==> config.mk <==
export PLATFORM = sky130hd
export DESIGN_NAME = item_code_entry_flat
export DESIGN_NICKNAME = d
export VERILOG_FILES = /design/src/rtl/item_code_entry_if.sv /design/src/rtl/item_code_entry.sv /design/src/flat_wrapper.sv
export SDC_FILE = /design/constraint.sdc
export NUM_CORES = 1
export LEC_CHECK = 0
export BUFFER_PORTS_ARGS = -buffer_cell sky130_fd_sc_hd__buf_2
export CAP_MARGIN = 20
export CORE_MARGIN = 10
export CORE_UTILIZATION = 49
export DETAILED_ROUTE_END_ITERATION = 8
export PLACE_DENSITY = 0.73
export SLEW_MARGIN = 15
export SYNTH_ARGS = -nofsm -noshare
export SYNTH_HDL_FRONTEND = slang
export SYNTH_SLANG_ARGS = --single-unit
export TNS_END_PERCENT = 10
==> constraint.sdc <==
create_clock -name CLK -period 2.2 [get_ports CLK]
set_input_delay 0.44 -clock CLK [delete_from_list [all_inputs] [get_ports CLK]]
set_output_delay 0.44 -clock CLK [all_outputs]
set_load 0.05 [all_outputs]
==> src/rtl/item_code_entry_if.sv <==
// ---------------------------------------------------------------------------
// item_code_entry_if
// Bus bundle between the keypad front end and the item-code entry block.
//
// Signals
//   ARM        session-active level (card accepted); low = abort / idle
//   KEY_VALID  single-cycle strobe marking a keypad digit
//   KEY_DIGIT  keypad digit, meaningful only while KEY_VALID = 1
//   ITEM_CODE  assembled item code (registered)
//   CODE_READY single-cycle pulse: ITEM_CODE is valid
//   CODE_ERR   single-cycle pulse: illegal digit or out-of-range code
//   TIMEOUT    single-cycle pulse: entry abandoned through inactivity
//   BUSY       high while a code entry is in progress
//
// Modports
//   master : keypad / session side, drives ARM and the key strobe
//   slave  : the entry block, drives the code and the status pulses
// ---------------------------------------------------------------------------
interface item_code_entry_if;
  logic       ARM;
  logic       KEY_VALID;
  logic [3:0] KEY_DIGIT;
  logic [4:0] ITEM_CODE;
  logic       CODE_READY;
  logic       CODE_ERR;
  logic       TIMEOUT;
  logic       BUSY;

  modport master (
    output ARM,
    output KEY_VALID,
    output KEY_DIGIT,
    input  ITEM_CODE,
    input  CODE_READY,
    input  CODE_ERR,
    input  TIMEOUT,
    input  BUSY
  );

  modport slave (
    input  ARM,
    input  KEY_VALID,
    input  KEY_DIGIT,
    output ITEM_CODE,
    output CODE_READY,
    output CODE_ERR,
    output TIMEOUT,
    output BUSY
  );
endinterface

==> src/rtl/item_code_entry.sv <==
// ---------------------------------------------------------------------------
// item_code_entry
// Collects two decimal keypad digits (tens, units) during an armed session
// and produces a registered item code in the range 0..19. Codes above 19
// are reported as 31 together with an error pulse. Illegal digits (>9)
// abort the entry with an error pulse; inactivity aborts it with TIMEOUT.
//
// Parameters
//   TIMEOUT_CYCLES  maximum idle cycles allowed between digit entries
//
// Ports
//   CLK    system clock, rising edge
//   RESET  synchronous, active-high reset
//   bus    item_code_entry_if.slave (ARM, KEY_VALID, KEY_DIGIT in;
//          ITEM_CODE, CODE_READY, CODE_ERR, TIMEOUT, BUSY out)
// ---------------------------------------------------------------------------
module item_code_entry #(
  parameter int TIMEOUT_CYCLES = 5
) (
  input  logic              CLK,
  input  logic              RESET,
  item_code_entry_if.slave  bus
);

  // The timer only ever needs to reach TIMEOUT_CYCLES-1; expiry is detected
  // there, so clog2(TIMEOUT_CYCLES) bits are enough.
  localparam int TIMER_W = (TIMEOUT_CYCLES > 1) ? $clog2(TIMEOUT_CYCLES) : 1;
  localparam logic [TIMER_W-1:0] TIMER_LAST = TIMER_W'(TIMEOUT_CYCLES - 1);

  localparam logic [3:0] MAX_DIGIT = 4'd9;
  localparam logic [6:0] MAX_CODE  = 7'd19;
  localparam logic [4:0] ERR_CODE  = 5'd31;

  typedef enum logic [1:0] {
    IDLE    = 2'd0,
    WAIT_D1 = 2'd1,
    WAIT_D2 = 2'd2,
    HOLD    = 2'd3
  } state_t;

  // Saturating increment: the timer sticks at all-ones instead of wrapping.
  function automatic logic [TIMER_W-1:0] satInc(input logic [TIMER_W-1:0] t);
    return (&t) ? t : t + TIMER_W'(1);
  endfunction

  // Two decimal digits to a binary value; 9*10+9 = 99 fits in 7 bits.
  function automatic logic [6:0] codeValue(input logic [3:0] tensDigit,
                                           input logic [3:0] unitsDigit);
    return (7'(tensDigit) * 7'd10) + 7'(unitsDigit);
  endfunction

  // Out-of-range codes are replaced by the reserved error code 31.
  function automatic logic [4:0] clampCode(input logic [6:0] value);
    return (value <= MAX_CODE) ? value[4:0] : ERR_CODE;
  endfunction

  state_t               state,      stateNext;
  logic [TIMER_W-1:0]   timer,      timerNext;
  logic [3:0]           tens,       tensNext;
  logic [4:0]           itemCode,   itemCodeNext;
  logic                 codeReady,  codeReadyNext;
  logic                 codeErr,    codeErrNext;
  logic                 timeoutOut, timeoutNext;
  logic [6:0]           value;
  logic                 digitLegal;
  logic                 timerExpired;

  assign value        = codeValue(tens, bus.KEY_DIGIT);
  assign digitLegal   = (bus.KEY_DIGIT <= MAX_DIGIT);
  assign timerExpired = (timer == TIMER_LAST);

  // Next-state and next-output decode. Priority inside an entry is:
  // ARM drop, then a key strobe, then timer expiry.
  always_comb begin
    stateNext     = state;
    timerNext     = timer;
    tensNext      = tens;
    itemCodeNext  = itemCode;
    codeReadyNext = 1'b0;
    codeErrNext   = 1'b0;
    timeoutNext   = 1'b0;

    case (state)
      IDLE: begin
        if (bus.ARM) begin
          stateNext = WAIT_D1;
          timerNext = '0;
          tensNext  = '0;
        end
      end

      WAIT_D1, WAIT_D2: begin
        if (!bus.ARM) begin
          // Session aborted: leave silently, ITEM_CODE untouched.
          stateNext = IDLE;
        end else if (bus.KEY_VALID) begin
          if (!digitLegal) begin
            codeErrNext = 1'b1;
            stateNext   = IDLE;
          end else if (state == WAIT_D1) begin
            tensNext  = bus.KEY_DIGIT;
            timerNext = '0;
            stateNext = WAIT_D2;
          end else begin
            itemCodeNext  = clampCode(value);
            codeReadyNext = 1'b1;
            codeErrNext   = (value > MAX_CODE);
            stateNext     = HOLD;
          end
        end else if (timerExpired) begin
          timeoutNext = 1'b1;
          stateNext   = IDLE;
        end else begin
          timerNext = satInc(timer);
        end
      end

      HOLD: begin
        // Code is held until the session ends; keys are ignored here.
        if (!bus.ARM) begin
          stateNext = IDLE;
        end
      end

      default: begin
        stateNext = IDLE;
      end
    endcase
  end

  // State and registered outputs; reset clears everything so no pulse can
  // appear on the cycle after reset.
  always_ff @(posedge CLK) begin
    if (RESET) begin
      state      <= IDLE;
      timer      <= '0;
      tens       <= '0;
      itemCode   <= '0;
      codeReady  <= 1'b0;
      codeErr    <= 1'b0;
      timeoutOut <= 1'b0;
    end else begin
      state      <= stateNext;
      timer      <= timerNext;
      tens       <= tensNext;
      itemCode   <= itemCodeNext;
      codeReady  <= codeReadyNext;
      codeErr    <= codeErrNext;
      timeoutOut <= timeoutNext;
    end
  end

  assign bus.ITEM_CODE  = itemCode;
  assign bus.CODE_READY = codeReady;
  assign bus.CODE_ERR   = codeErr;
  assign bus.TIMEOUT    = timeoutOut;
  assign bus.BUSY       = (state == WAIT_D1) || (state == WAIT_D2);

endmodule

==> src/flat_wrapper.sv <==
// flat-port wrapper written by rule: the top's interface ports become plain ports
module item_code_entry_flat 
#(
  parameter int TIMEOUT_CYCLES = 5
)
  (CLK, RESET, bus_ARM, bus_KEY_VALID, bus_KEY_DIGIT, bus_ITEM_CODE, bus_CODE_READY, bus_CODE_ERR, bus_TIMEOUT, bus_BUSY);
  item_code_entry_if bus_i ();
  input  logic CLK;
  input  logic RESET;
  input wire logic [$bits(bus_i.ARM)-1:0] bus_ARM;
  input wire logic [$bits(bus_i.KEY_VALID)-1:0] bus_KEY_VALID;
  input wire logic [$bits(bus_i.KEY_DIGIT)-1:0] bus_KEY_DIGIT;
  output wire logic [$bits(bus_i.ITEM_CODE)-1:0] bus_ITEM_CODE;
  output wire logic [$bits(bus_i.CODE_READY)-1:0] bus_CODE_READY;
  output wire logic [$bits(bus_i.CODE_ERR)-1:0] bus_CODE_ERR;
  output wire logic [$bits(bus_i.TIMEOUT)-1:0] bus_TIMEOUT;
  output wire logic [$bits(bus_i.BUSY)-1:0] bus_BUSY;
  assign bus_i.ARM = bus_ARM;
  assign bus_i.KEY_VALID = bus_KEY_VALID;
  assign bus_i.KEY_DIGIT = bus_KEY_DIGIT;
  assign bus_ITEM_CODE = bus_i.ITEM_CODE;
  assign bus_CODE_READY = bus_i.CODE_READY;
  assign bus_CODE_ERR = bus_i.CODE_ERR;
  assign bus_TIMEOUT = bus_i.TIMEOUT;
  assign bus_BUSY = bus_i.BUSY;
  item_code_entry #(.TIMEOUT_CYCLES(TIMEOUT_CYCLES)) u_core (.CLK(CLK), .RESET(RESET), .bus(bus_i));
endmodule
# After elaboration in Yosys (flattened, before gate mapping)
# Cells that the tools add are included.
[totals]
regBits = 17
elab_cells = 72
output_inout_bits = 9
[op_classes]
n_eq_ne = 15
bitwise = 5
magnitude_cmp = 3
n_reduce_logical = 12
n_addsub = 2
muxes = 27
n_mul = 1
[ops]
columns = ["cell", "count"]
rows = [
  ["$mux W3", 7],
  ["$mux W4", 5],
  ["$mux W2", 6],
  ["$ne A2 B2 Y1 const B", 4],
  ["$pmux W4 S2", 1],
  ["$reduce_or A4 Y1", 2],
  ["$add A7 B4 Y7", 1],
  ["$gt A7 B5 Y1 const B", 1],
  ["$le A7 B5 Y1 const B", 1],
  ["$reduce_and A7 Y1", 1],
  ["$mul A4 B3 Y6 const B", 1],
  ["$ne A3 B2 Y1 const B", 2],
  ["$ne A3 B3 Y1 const B", 2],
  ["$pmux W2 S3", 1],
  ["$pmux W3 S2", 1],
  ["$reduce_and A3 Y1", 2],
  ["$reduce_and A6 Y1", 1],
  ["$mux W1", 5],
  ["$mux W5", 1],
  ["$not A1 Y1", 5],
  ["$reduce_and A5 Y1", 1],
  ["$reduce_or A5 Y1", 1],
  ["$eq A2 B2 Y1 const B", 2],
  ["$le A4 B4 Y1 const B", 1],
  ["other kinds (9)", 10],
]

# Longest topological paths before layout
[logic_depth]
ltp_word = 6
depth_mapped = 9
mapped_depth_nobuf = 9

# Worst setup path before layout
# No wires, ideal clock.
[synth_timing]
path_type = "register to register"
from = "reg u_core.tens[1]"
to = "reg u_core.itemCode[3], in the netlist u_core.bus.ITEM_CODE[3]"
setup_ns = 0.144
t_arrival_ns = 2.223
required_ns = 2.056
stages_incl_launch_ff = 9
setup_slack_ns = -0.168
synth_period_minus_slack_ns = 2.368
path_cell_list = "dfxtp_1 > ha_1 > ha_1 > inv_1 > fa_1 > or3_1 > a211o_1 > o21ai_2 > a311oi_1"
[synth_via]
elab_chain_cells = 4
[synth_rtl]
columns = ["element", "line", "text"]
rows = [
  ["from (decl)", "item_code_entry.sv:59", "logic [3:0] tens, tensNext;"],
  ["from (signal assigned)", "item_code_entry.sv:145", "tens <= tensNext;"],
  ["$mul A4 B3 Y6 *", "item_code_entry.sv:49", "return (7'(tensDigit) * 7'd10) + 7'(unitsDigit);"],
  ["$add A7 B4 Y7 *", "item_code_entry.sv:49", ""],
  ["$le A7 B5 Y1", "item_code_entry.sv:54", "return (value <= MAX_CODE) ? value[4:0] : ERR_CODE;"],
  ["$mux W5 *", "item_code_entry.sv:54", ""],
  ["to (signal assigned)", "item_code_entry.sv:146", "itemCode <= itemCodeNext;"],
  ["to (decl)", "item_code_entry.sv:60", "logic [4:0] itemCode, itemCodeNext;"],
]
# Mark *: on every way between the ends. The rest lies on a longest branch, timed or not.
# A chain may end at the register's enable or synchronous reset.

# Worst setup path in the final report
[layout_timing]
from = "reg u_core.tens[3]"
to = "reg u_core.itemCode[3], in the netlist u_core.bus.ITEM_CODE[3]"
[layout_via]
elab_chain_cells = 4
[layout_rtl]
columns = ["element", "line"]
rows = [
  ["$mul A4 B3 Y6", "item_code_entry.sv:49"],
  ["$add A7 B4 Y7", "item_code_entry.sv:49"],
  ["$le A7 B5 Y1", "item_code_entry.sv:54"],
  ["$mux W5", "item_code_entry.sv:54"],
]
# No other way between the ends.

==> out/metrics.yaml <==
tritoncts: "yes"
drt-initial-drc-count: 38
dr.pass1.iters: 4
synth_fa_ha_area_share_pct: 18.90
cap_viol_max_count: 0
clk_latency_ns: 0.28
grt_use_total_pct: 10.64
gp_congestion: 0.7813
place_inst: 172
seq_area_frac_synth_pct: 31.74
pwr-share-seq_pct: 47.3
cp_cell_sequence: "ha_4 -> ha_4 -> inv_2 -> fa_2 -> or3_1 -> a211o_1 -> o21ai_4 -> a311oi_1"
switching_share_pct: 32.78
cts_buffers: 3
boundaryPins: 17
synthCells: 125
synthSimpleGateAreaFrac_pct: 19.37
max_slew_margin_pct: 71.41
cts_buffer_depth: 2
synth_top_family_by_area: "compound AO/OA/AOI/OAI gates"
yosysWarnings: 0
hold_violations: 0
synthTopCellsByArea: "dfxtp_1, ha_1, nor2_1, a21oi_1, nand2_1"
grt_max_degree: 19
p_total_w: 0.0006914
crit_family: "adder cells"
switchingPower_w: 0.0002266
end_kind: "flop"
fill_cells: 182
layout_setup_ws_ns: -0.04159
tightest_slew_ns: 0.4265
fp.dieArea_um2: 4460
ys.flop_type: "dfxtp_1"
finalMaxSlewViolations: 0
synth_common_cells: "dfxtp_1, nor2_1, ha_1"
synthMuxAreaShare_pct: 3.967
die_w_um: 66.78
fp-row-count: 16
core-area_um2: 2022
io_buffer_count: 16
synth_compound_area_share_pct: 19.49
clock_power_share_pct: 23.7
finalSetupViolCount: 5
wirelength_mm: 2.237
synthDistinctLibCells: 36
crit_type: "reg2reg"
path_clk_slew_ns: 0.10
hold_ws_ns: 0.4036
via_count: 946
grt_pass1_wl_mm: 3.884
drive_gt1_share_pct: 29.53
fin_cells: 176
slowest_stage: "fa_2"
cpMostUsedCell: "ha_4"
drt.antenna.violating_nets: 0
die_h_um: 66.78
skew_ns: 0.003790
combPwrFrac_pct: 29.0
grt_antenna_before_repair: 0
grt_pass1_vias: 920
max_stage_delay_ns: 0.43
status: "finished, violations left"
power.density_nw_per_um2: 535.4
peakVddDrop_uv: 438.1
cp-start-kind: "flop"
cts-htree-levels: 1
ys_ff_latch: 17
area_delta_synth_final_pct: 20.42
synthArstFlopShare_pct: 0
synth_top_area_share_pct: 31.74
nets: 173
synth_edf_count: 0
max_freq_mhz: 446.1
floorplan.initialDensity_pct: 53.03
viasPerCell: 5.375
drc_errors: 0
dp_hpwl_mm: 1.843
worst-path-buf-inv: 1
cts_root_buffer: "clkbuf_4"
grt_overflow: 0
finalCriticalPeriod_ns: 2.242
synth_fp_nets: 148
grt_setup_unrepaired: "true"
violations: "setup timing"
power.internal_w: 0.0004647
cts.sinks: 17
cp_max_fo: 5
avgSynthCellArea_um2: 8.578
hold_path_class: "in2reg"
leakage_nw: 0.5555
timing.final.crit_share_pct: 101.9
post-synth-top-area-cell: "dfxtp_1"
synth_area_um2: 1072
routedWlPerCell_um: 12.71
synth_xor_area_share_pct: 1.634
antenna_cells: 0
required_ns: 2.35
arrival_ns: 2.40
[cells in the final DEF (no fill, tap or decap), drive strengths merged]
master   synthesis  layout
buf              1      23
nor2            17      17
dfxtp           17      17
ha              13      13
nand2           12      12
inv             10      10
a21oi           10      10
a211oi           4       4
nand3            4       4
or2              3       3
or3              3       3
clkbuf           2       3
o21ai            3       3
mux2             2       2
mux2i            2       2
a211o            2       2
o211ai           2       2
a22oi            2       2
a311oi           2       2
nor3             2       2
fa               2       2
o21a             1       1
xor2             1       1
a21o             1       1
nand4            1       1
nor4             1       1
a31o             1       1
nand4b           1       1
o2bb2ai          1       1
a32oi            1       1
xnor2            1       1
clkinv           0       1
[flip-flops by register name, summed over array words and instances (netlist names)]
register / flops
u_core.state: 2
u_core.bus.TIMEOUT: 1
u_core.bus.ITEM_CODE: 5
u_core.timer: 3
u_core.tens: 4
u_core.bus.CODE_READY: 1
u_core.bus.CODE_ERR: 1
[power by group through the flow]
stage                     Combinational, W  Clock, W  Sequential (W)
final                             0.000200  0.000164        0.000327
after global routing              0.000223  0.000182        0.000329
after CTS                         0.000197  0.000168        0.000327
after detailed placement          0.000197         0        0.000334
after global placement            0.000193         0        0.000333
after floorplan                   0.000134         0        0.000347
[per-layer routing]
layer / wire length [µm] / share of wire, % / GRT usage (%)
met4: 9 / 0.40 / 3.141
met3: 65 / 2.9 / 2.341
met1: 1008 / 45 / 12.50
met5: 0 / 0 / 0
met2: 1153 / 52 / 18.60
[layout make-up]
cell class,count,area (µm²),share of cell area (%)
multi-input cells,95,716.9,55.52
flip-flops and latches,17,342.8,26.55
repair buffers,23,132.6,10.27
inverters,10,37.54,2.907
well taps,27,33.78,2.616
clock buffers,3,22.52,1.744
clock inverters,1,5.005,0.3876
[worst paths after layout]
path                            slack [ns]                    start                       to  cells after the start
worst max-delay path                 -0.04           u_core.tens[3]  u_core.bus.ITEM_CODE[3]                      8
worst max register to register       -0.04           u_core.tens[3]  u_core.bus.ITEM_CODE[3]                      8
worst min register to register        0.46  u_core.bus.ITEM_CODE[4]  u_core.bus.ITEM_CODE[4]                      2
worst min-delay path                  0.40            bus_KEY_VALID       u_core.bus.TIMEOUT                      2
[cell families after synthesis]
family                   count (synthesis)
multiplexers                             4
AO/OA/AOI/OAI                           30
adder cells (fa/ha/maj)                 15
buffers and inverters                   13
AND/OR/NAND/NOR                         44
flip-flops                              17
XOR/XNOR                                 2
[timing repair]
action / in CTS / in global routing
hold buffers: 0 / 0
endpoints found under the hold margin: 0 / 0
gates resized for setup: 0 / 3
buffers inserted: 0 / 0
setup endpoints to repair: 4 / 7
pin swaps: 0 / 2
[stage by stage]
step	TNS [ns]	area (µm²)	util [%]	worst slack, ns
final	-0.1068	1291	63.86	-0.04159
after global routing	-0.4476	1291	63.86	-0.09971
after CTS	-0.1109	1279	63.24	-0.04313
after detailed placement	-0.07236	1251	61.88	-0.03527
after global placement	-0.007366	1251	61.88	-0.005213
after floorplan	-0.003187	1100	-	-0.003187
Note: power is estimated with default switching activity, not from simulation.
